--- config.mk ---
export PLATFORM = sky130hd
export DESIGN_NAME = dbg_scan_monitor_flat
export DESIGN_NICKNAME = d
export VERILOG_FILES = /design/src/rtl/dbg_pkg.sv /design/src/rtl/dbg_scan_monitor_if.sv /design/src/rtl/dbg_step_sync.sv /design/src/rtl/dbg_scan_monitor.sv /design/src/flat_wrapper.sv
export SDC_FILE = /design/constraint.sdc
export NUM_CORES = 1
export LEC_CHECK = 0
export CAP_MARGIN = 0
export CORE_AREA = 2 2 83 101
export CTS_CLUSTER_DIAMETER = 60
export DETAILED_ROUTE_END_ITERATION = 16
export DIE_AREA = 0 0 85 103
export GPL_ROUTABILITY_DRIVEN = 0
export MAX_ROUTING_LAYER = met4
export PLACE_DENSITY = 0.86
export SLEW_MARGIN = 20
export SYNTH_ARGS = -nofsm -noshare
export SYNTH_HDL_FRONTEND = slang
export SYNTH_SLANG_ARGS = --single-unit
--- constraint.sdc ---
create_clock -name clk -period 4.6 [get_ports clk]
set_input_delay 0.92 -clock clk [delete_from_list [all_inputs] [get_ports clk]]
set_output_delay 0.92 -clock clk [all_outputs]
set_load 0.02 [all_outputs]
--- src/rtl/dbg_pkg.sv ---
// dbg_pkg: shared types and constants for the debug scan monitor.
//   scan_st_e  - scanner FSM states
//   rate_e     - tick rate encodings for rate_sel_i
//   END_MARKER - word shown after the last index of a channel (all-ones);
//                sliced to DATA_W, so DATA_W must not exceed 64
//   CH_*       - read channel numbers used by the core's board top
package dbg_pkg;

  typedef enum logic [1:0] {
    ST_IDLE  = 2'd0,
    ST_ISSUE = 2'd1,
    ST_WAIT  = 2'd2,
    ST_SHOW  = 2'd3
  } scan_st_e;

  typedef enum logic [1:0] {
    RATE_SLOW = 2'd0,  // tick when counter[DIV_W-1:0] is all ones
    RATE_MED  = 2'd1,  // tick when counter[DIV_W-3:0] is all ones
    RATE_FAST = 2'd2,  // tick when counter[DIV_W-5:0] is all ones
    RATE_SIM  = 2'd3   // tick every cycle
  } rate_e;

  localparam logic [63:0] END_MARKER = 64'hFFFF_FFFF_FFFF_FFFF;

  localparam int CH_IM  = 0;
  localparam int CH_RF  = 1;
  localparam int CH_ALU = 2;
  localparam int CH_DM  = 3;

endpackage

--- src/rtl/dbg_scan_monitor_if.sv ---
// dbg_scan_monitor_if: synchronous debug read port between the scan monitor
// (master) and the core's debug read mux (slave).
//   rd_en_o   - read strobe
//   rd_ch_o   - channel being read
//   rd_addr_o - index being read
//   rd_data_i - read data, valid exactly one cycle after rd_en_o
interface dbg_scan_monitor_if #(
  parameter int NUM_CH = 4,
  parameter int ADDR_W = 6,
  parameter int DATA_W = 32
);
  localparam int CH_W = $clog2(NUM_CH);

  logic              rd_en_o;
  logic [CH_W-1:0]   rd_ch_o;
  logic [ADDR_W-1:0] rd_addr_o;
  logic [DATA_W-1:0] rd_data_i;

  modport master (output rd_en_o, output rd_ch_o, output rd_addr_o, input rd_data_i);
  modport slave  (input rd_en_o, input rd_ch_o, input rd_addr_o, output rd_data_i);
endinterface

--- src/rtl/dbg_step_sync.sv ---
// dbg_step_sync: turns the raw, asynchronous step button into a single
// one-cycle pulse per press.
//   clk, rstn - clock, asynchronous active-low reset
//   step_i    - raw button level
//   pulse_o   - one-cycle pulse on the rising edge of the (filtered) level
// Build option DBG_DEBOUNCE_EN: the synchronised level must hold for 2^DB_W
// consecutive cycles before the filtered level follows it.
module dbg_step_sync #(
  parameter int DB_W = 16
) (
  input  logic clk,
  input  logic rstn,
  input  logic step_i,
  output logic pulse_o
);
  logic s1_q, s2_q, lvl, lvl_q;

  always_ff @(posedge clk or negedge rstn) begin
    if (!rstn) begin
      s1_q <= 1'b0;
      s2_q <= 1'b0;
    end else begin
      s1_q <= step_i;
      s2_q <= s1_q;
    end
  end

`ifdef DBG_DEBOUNCE_EN
  logic [DB_W-1:0] db_cnt_q;
  logic            filt_q;

  // Counter runs only while the input disagrees with the filtered level;
  // any return to agreement restarts the stability window.
  always_ff @(posedge clk or negedge rstn) begin
    if (!rstn) begin
      db_cnt_q <= '0;
      filt_q   <= 1'b0;
    end else if (s2_q == filt_q) begin
      db_cnt_q <= '0;
    end else if (&db_cnt_q) begin
      filt_q   <= s2_q;
      db_cnt_q <= '0;
    end else begin
      db_cnt_q <= db_cnt_q + 1'b1;
    end
  end

  assign lvl = filt_q;
`else
  // DB_W only sizes the filter counter; a zero width would be meaningless.
  if (DB_W < 1) begin : g_db_w_invalid
  end

  assign lvl = s2_q;
`endif

  always_ff @(posedge clk or negedge rstn) begin
    if (!rstn) lvl_q <= 1'b0;
    else       lvl_q <= lvl;
  end

  assign pulse_o = lvl & ~lvl_q;
endmodule

--- src/rtl/dbg_scan_monitor.sv ---
// dbg_scan_monitor: walks an index over one of NUM_CH debug read channels,
// reads each word through a one-cycle synchronous port and hands it to the
// 7-segment driver; also generates the CPU clock-enable (free-run or step).
//   clk, rstn    - clock, asynchronous active-low reset
//   scan_en_i    - allow a new read on each tick
//   cpu_run_i    - 1: cpu_en_o follows the tick; 0: one pulse per step press
//   step_i       - raw step button
//   rate_sel_i   - tick rate (dbg_pkg::rate_e)
//   ch_sel_i     - one-hot channel select (none/multiple -> channel 0)
//   ch_last_i    - last valid index per channel, ADDR_W bits each
//   rd           - debug read port (master side)
//   disp_data_o  - displayed word; all-ones marks end of a channel
//   disp_upd_o   - one-cycle pulse when disp_data_o is loaded
//   idx_o        - current scan index
//   cpu_en_o     - one-cycle CPU clock-enable
// Build option DBG_DEBOUNCE_EN enables the step button debouncer.
module dbg_scan_monitor
  import dbg_pkg::*;
#(
  parameter int NUM_CH = 4,
  parameter int ADDR_W = 6,
  parameter int DATA_W = 32,
  parameter int DIV_W  = 28,
  parameter int DB_W   = 16
) (
  input  logic                     clk,
  input  logic                     rstn,
  input  logic                     scan_en_i,
  input  logic                     cpu_run_i,
  input  logic                     step_i,
  input  logic [1:0]               rate_sel_i,
  input  logic [NUM_CH-1:0]        ch_sel_i,
  input  logic [NUM_CH*ADDR_W-1:0] ch_last_i,
  dbg_scan_monitor_if.master       rd,
  output logic [DATA_W-1:0]        disp_data_o,
  output logic                     disp_upd_o,
  output logic [ADDR_W-1:0]        idx_o,
  output logic                     cpu_en_o
);
  localparam int CH_W = $clog2(NUM_CH);
  localparam logic [DATA_W-1:0] MARK = DATA_W'(END_MARKER);

  logic [DIV_W-1:0]  div_q, div_mask;
  logic              tick, step_pls;
  logic [CH_W-1:0]   ch_act, ch_q;
  logic              ch_chg;
  logic [ADDR_W-1:0] idx_q, last_sel;
  logic              end_q;
  scan_st_e          st_q, st_d;

  // ---- divider / tick ----
  always_comb begin
    div_mask = '0;
    case (rate_e'(rate_sel_i))
      RATE_SLOW: div_mask = {DIV_W{1'b1}};
      RATE_MED:  div_mask = {DIV_W{1'b1}} >> 2;
      RATE_FAST: div_mask = {DIV_W{1'b1}} >> 4;
      default:   div_mask = '0;  // empty mask: tick every cycle
    endcase
  end

  assign tick = ((div_q & div_mask) == div_mask);

  // ---- channel decode ----
  always_comb begin
    ch_act = '0;
    if ($onehot(ch_sel_i))
      for (int c = 0; c < NUM_CH; c++)
        if (ch_sel_i[c]) ch_act = CH_W'(c);
  end

  // A change is seen against the registered channel, so the abort lands
  // on the same edge that adopts the new channel.
  assign ch_chg   = (ch_act != ch_q);
  assign last_sel = ch_last_i[int'(ch_q)*ADDR_W +: ADDR_W];

  // ---- scanner FSM ----
  always_ff @(posedge clk or negedge rstn) begin
    if (!rstn) st_q <= ST_IDLE;
    else       st_q <= st_d;
  end

  always_comb begin
    st_d = st_q;
    case (st_q)
      ST_IDLE:  if (tick && scan_en_i) st_d = ST_ISSUE;
      ST_ISSUE: st_d = ST_WAIT;
      ST_WAIT:  st_d = ST_SHOW;
      ST_SHOW:  st_d = ST_IDLE;
      default:  st_d = ST_IDLE;
    endcase
    if (ch_chg) st_d = ST_IDLE;
  end

  // The end-marker pass walks the same states so every display update keeps
  // the same tick-to-update timing; it just skips the read strobe.
  assign rd.rd_en_o   = (st_q == ST_ISSUE) && !end_q;
  assign rd.rd_ch_o   = ch_q;
  assign rd.rd_addr_o = idx_q;
  assign idx_o        = idx_q;

  // ---- datapath ----
  always_ff @(posedge clk or negedge rstn) begin
    if (!rstn) begin
      div_q       <= '0;
      ch_q        <= '0;
      idx_q       <= '0;
      end_q       <= 1'b0;
      disp_data_o <= MARK;
      disp_upd_o  <= 1'b0;
      cpu_en_o    <= 1'b0;
    end else begin
      div_q      <= div_q + 1'b1;
      ch_q       <= ch_act;
      cpu_en_o   <= cpu_run_i ? tick : step_pls;
      disp_upd_o <= 1'b0;
      if (ch_chg) begin
        idx_q <= '0;
        end_q <= 1'b0;
      end else begin
        if (st_q == ST_WAIT) begin
          disp_data_o <= end_q ? MARK : rd.rd_data_i;
          disp_upd_o  <= 1'b1;
        end
        if (st_q == ST_SHOW) begin
          if (end_q) begin
            idx_q <= '0;
            end_q <= 1'b0;
          end else if (idx_q >= last_sel) begin
            end_q <= 1'b1;
          end else begin
            idx_q <= idx_q + 1'b1;
          end
        end
      end
    end
  end

  dbg_step_sync #(.DB_W(DB_W)) u_step (
    .clk     (clk),
    .rstn    (rstn),
    .step_i  (step_i),
    .pulse_o (step_pls)
  );
endmodule
--- src/flat_wrapper.sv ---
// flat-port wrapper written by rule: the top's interface ports become plain ports
module dbg_scan_monitor_flat import dbg_pkg::*;
#(
  parameter int NUM_CH = 4,
  parameter int ADDR_W = 6,
  parameter int DATA_W = 32,
  parameter int DIV_W  = 28,
  parameter int DB_W   = 16
)
  (clk, rstn, scan_en_i, cpu_run_i, step_i, rate_sel_i, ch_sel_i, ch_last_i, disp_data_o, disp_upd_o, idx_o, cpu_en_o, rd_rd_en_o, rd_rd_ch_o, rd_rd_addr_o, rd_rd_data_i);
  dbg_scan_monitor_if #(.NUM_CH(NUM_CH), .ADDR_W(ADDR_W), .DATA_W(DATA_W)) rd_i ();
  input  logic clk;
  input  logic rstn;
  input  logic scan_en_i;
  input  logic cpu_run_i;
  input  logic step_i;
  input  logic [1:0] rate_sel_i;
  input  logic [NUM_CH-1:0] ch_sel_i;
  input  logic [NUM_CH*ADDR_W-1:0] ch_last_i;
  output logic [DATA_W-1:0] disp_data_o;
  output logic disp_upd_o;
  output logic [ADDR_W-1:0] idx_o;
  output logic cpu_en_o;
  output wire logic [$bits(rd_i.rd_en_o)-1:0] rd_rd_en_o;
  output wire logic [$bits(rd_i.rd_ch_o)-1:0] rd_rd_ch_o;
  output wire logic [$bits(rd_i.rd_addr_o)-1:0] rd_rd_addr_o;
  input wire logic [$bits(rd_i.rd_data_i)-1:0] rd_rd_data_i;
  assign rd_rd_en_o = rd_i.rd_en_o;
  assign rd_rd_ch_o = rd_i.rd_ch_o;
  assign rd_rd_addr_o = rd_i.rd_addr_o;
  assign rd_i.rd_data_i = rd_rd_data_i;
  dbg_scan_monitor #(.NUM_CH(NUM_CH), .ADDR_W(ADDR_W), .DATA_W(DATA_W), .DIV_W(DIV_W), .DB_W(DB_W)) u_core (.clk(clk), .rstn(rstn), .scan_en_i(scan_en_i), .cpu_run_i(cpu_run_i), .step_i(step_i), .rate_sel_i(rate_sel_i), .ch_sel_i(ch_sel_i), .ch_last_i(ch_last_i), .rd(rd_i), .disp_data_o(disp_data_o), .disp_upd_o(disp_upd_o), .idx_o(idx_o), .cpu_en_o(cpu_en_o));
endmodule
==> results.md <==
* Buffers & Inverters on Critical Path at 3
* Vias per cell at 5.11
* Number of nets with antenna violations after routing at 0
* Final hold violation count at 0
* Power Dens Cells at 491 mW/mm^2
* Most common cell after layout, fill and taps aside: clkdlybuf4s50_1
* Worst r2r src: u_core.rd.rd_ch_o[0]
* CTS clk-pin slew, worst paths at 0.08 ns
* Clock Latency Late Sink at 0.35 ns
* Critical path fanouts, max at 33
* Die H at 103 um
* Mapped Area at 0.00389 sq mm
* CP dominant cell by count: ha_1
* Peak VDD IR at 0.347 mV
* Seq cells post-synth at 76
* DRT iter0 DRCs at 99
* Largest net degree at the start of global routing at 77
* Gate Count Post-Synth at 363
* Root Buffer: clkbuf_8
* Max Fclk at 0.273 GHz
* Nets at 559
* Worst setup path startpoint: ch_sel_i[2]
* RSZ-0062 raised after global routing: false
* RR Endpoint: u_core.idx_o[4]
* Clock Sinks at 76
* DR DRC count at 0
* Setup tns final at 0 ns
* Final Slew Violations at 0
* Crit-path leading delay family: adder cells
* Total number of vias at 2935
* Post-CTS Setup Bufs at 0
* Largest area contributor in the netlist: dfrtp_1
* CTS tree: done
* Most frequent cells in the layout: 114 x clkdlybuf4s50_1, 50 x inv_1, 44 x dfrtp_1
* Crit share post-route at 79.5%
* Synth warnings at 0
* Starting Density at 49.3%
* I/O pin count at 116
* Worst setup endpoint: u_core.disp_data_o[24]
* Reg2reg setup slack at 1.61 ns
* Post-DP Area at 0.00508 sq mm
* Type of origin of the critical path: input port
* Crit Path Category: input port to flip-flop
* CP Data Arrival Time at 3.93 ns
* Drt pass-1 iters at 4
* Worst r2r path cells at 8
* Die Wd at 85 um
* Max incr delay on CP at 0.50 ns
* CTS buffer count at 9
* Fraction of layout cells with a size suffix above 1 at 12.7%
* Total gr overflow at 0
* Post-synthesis sequential area ratio at 49.9%
* Area delta synth->final at 36.9%
* Crit-path cells: clkdlybuf4s50_1 -> inv_1 -> ha_1 -> ha_1 -> fa_1 -> or3b_1 -> a21o_1 -> xor2_1 -> nand3_2 -> buf_12 -> mux2i_1
* Critical-path top delay cell: clkdlybuf4s50_1
* Design Area, Final at 0.00532 sq mm
* DIE AREA at 0.00876 sq mm
* Initial antenna violation count at 0
* Max clock buf depth at 2
* Ant diodes at 0
* Post-Route WL at 8230 um
* Hold crit path type: flip-flop to flip-flop
* Synth area leaders: dfrtp_1 28%, dfstp_2 22%, mux2i_1 8.8%
* H-tree depth at 3
* CORE AREA at 0.00788 sq mm
* Area share of the largest cell type after synthesis at 28.3%
* Tightest Pin Transition at 0.932 ns
* Syn Area/Cell at 10.7 sq um
* Max cap viols at 0
* Total global-route track usage at 20.7%
* Final min period at 3.66 ns
* Layout Skew at 0.0104 ns
* Post-cts resize count at 0
* # port buffers at 115
* Quantity of hold-fixing buffers added after cts at 0
* WL per Instance at 14.3 um
* Worst path required time at 4.87 ns
* Final setup viols at 0
* First-pass GRT wire length at 13800 um
* HPWL after DPL at 6040 um
* Critical Path Stages at 11
* Leak pwr at 0.00264 uW
* Number of global-route vias before repair at 3100
* Netlist cell types at 40
* Syn Nets at 448
* Crit. End Element: flip-flop
* Core Rows at 36
* Run status: finished clean
* Slew HR at 37.9%
per-stage QoR:
stage                     util [%]  power (uW)  setup slack [ns]  hold WS [ns]  instances
after detailed placement      64.4        2020             0.561         0.343        558
after global placement        64.4        1980             0.673         0.339        558
after global routing          67.5        2760             0.728         0.372        574
final                         67.5        2610             0.941         0.360        574
after CTS                     67.5        2640             0.937         0.361        574
after floorplan                  -        1580              1.24         0.331        363
worst min-delay path by stage:
stage / start / end / slack (ns) / cells after the start
CTS: u_core.u_step.s1_q / u_core.u_step.lvl / 0.36 / 0
global route: u_core.u_step.s1_q / u_core.u_step.lvl / 0.37 / 0
finish: u_core.u_step.s1_q / u_core.u_step.lvl / 0.36 / 0
floorplan: u_core.u_step.s1_q / u_core.u_step.lvl / 0.33 / 0
detailed placement: u_core.u_step.s1_q / u_core.u_step.lvl / 0.34 / 0
global placement: u_core.u_step.s1_q / u_core.u_step.lvl / 0.34 / 0
cells by family (layout without fill, tap and decap cells):
| logic type | count (synthesis) | count (layout) | share of synthesized area (%) |
|---|---|---|---|
| flip-flops | 76 | 76 | 49.9 |
| XOR/XNOR | 28 | 28 | 6.31 |
| multiplexers | 40 | 40 | 12.2 |
| AO/OA/AOI/OAI | 25 | 25 | 4.50 |
| buffers and inverters | 68 | 184 | 7.66 |
| AND/OR/NAND/NOR | 108 | 108 | 13.4 |
| adder cells (fa/ha/maj) | 18 | 18 | 5.98 |
per-layer routing:
layer	global-route usage, %	share of wire [%]
met5	-	0
met4	7.33	1.7
met3	5.68	5.9
met2	34.3	50
met1	24.4	43
power breakdown:
part	internal [uW]	switching [uW]	leakage [uW]	total (uW)
registers	902	105	0.000925	1010
logic	494	494	0.00159	988
clock network	364	255	0.000124	619
Yosys cell counts:
cell and count:
clkinv_1 1, buf_4 9, or4_1 3, nand2b_1 4
a21o_1 3, nand4_1 7, xor2_1 7, nor2_1 40
or3b_1 1, inv_1 50, dfstp_2 32, a32oi_1 2
nand2_1 18, clkbuf_1 6, or3_1 1, nand2b_2 1
fa_1 1, nand3_1 20, buf_2 1, or2_2 1
o211ai_1 6, ha_1 17, nor2b_1 2, dfrtp_1 44
a2111oi_2 1, a21oi_1 5, and3_1 1, buf_6 1
nor3b_1 1, a31oi_1 5, mux2i_1 34, nand3_2 1
o21ai_0 1, xnor2_1 21, nor3_1 3, a311oi_1 1
and2_1 2, mux4_2 6, o21ai_1 1, and4_1 2
registers in the layout (all words and copies together) (netlist names), 2 cells and up:
register,cells
u_core.disp_data_o,32
u_core.rd.rd_ch_o,2
u_core.idx_o,6
u_core.st_q,2
u_core.div_q,28
worst reg2reg max path, cell delays in order, from the launching register on:
cell	delay (ns)
dfrtp_1	0.61
mux4_2	0.55
inv_1	0.07
ha_1	0.24
a2111oi_2	0.35
o21ai_1	0.13
and2_1	0.25
or4_1	0.53
a31oi_1	0.17
cell type report:
type / instances / area (sq um)
fillers: 614 / 2560
flip-flops and latches: 76 / 1940
multi-input cells: 219 / 1650
repair buffers: 117 / 1180
inverters: 51 / 191
clock buffers: 9 / 124
clock inverters: 7 / 121
well taps: 95 / 119
Power figures use the tool's default switching activity.
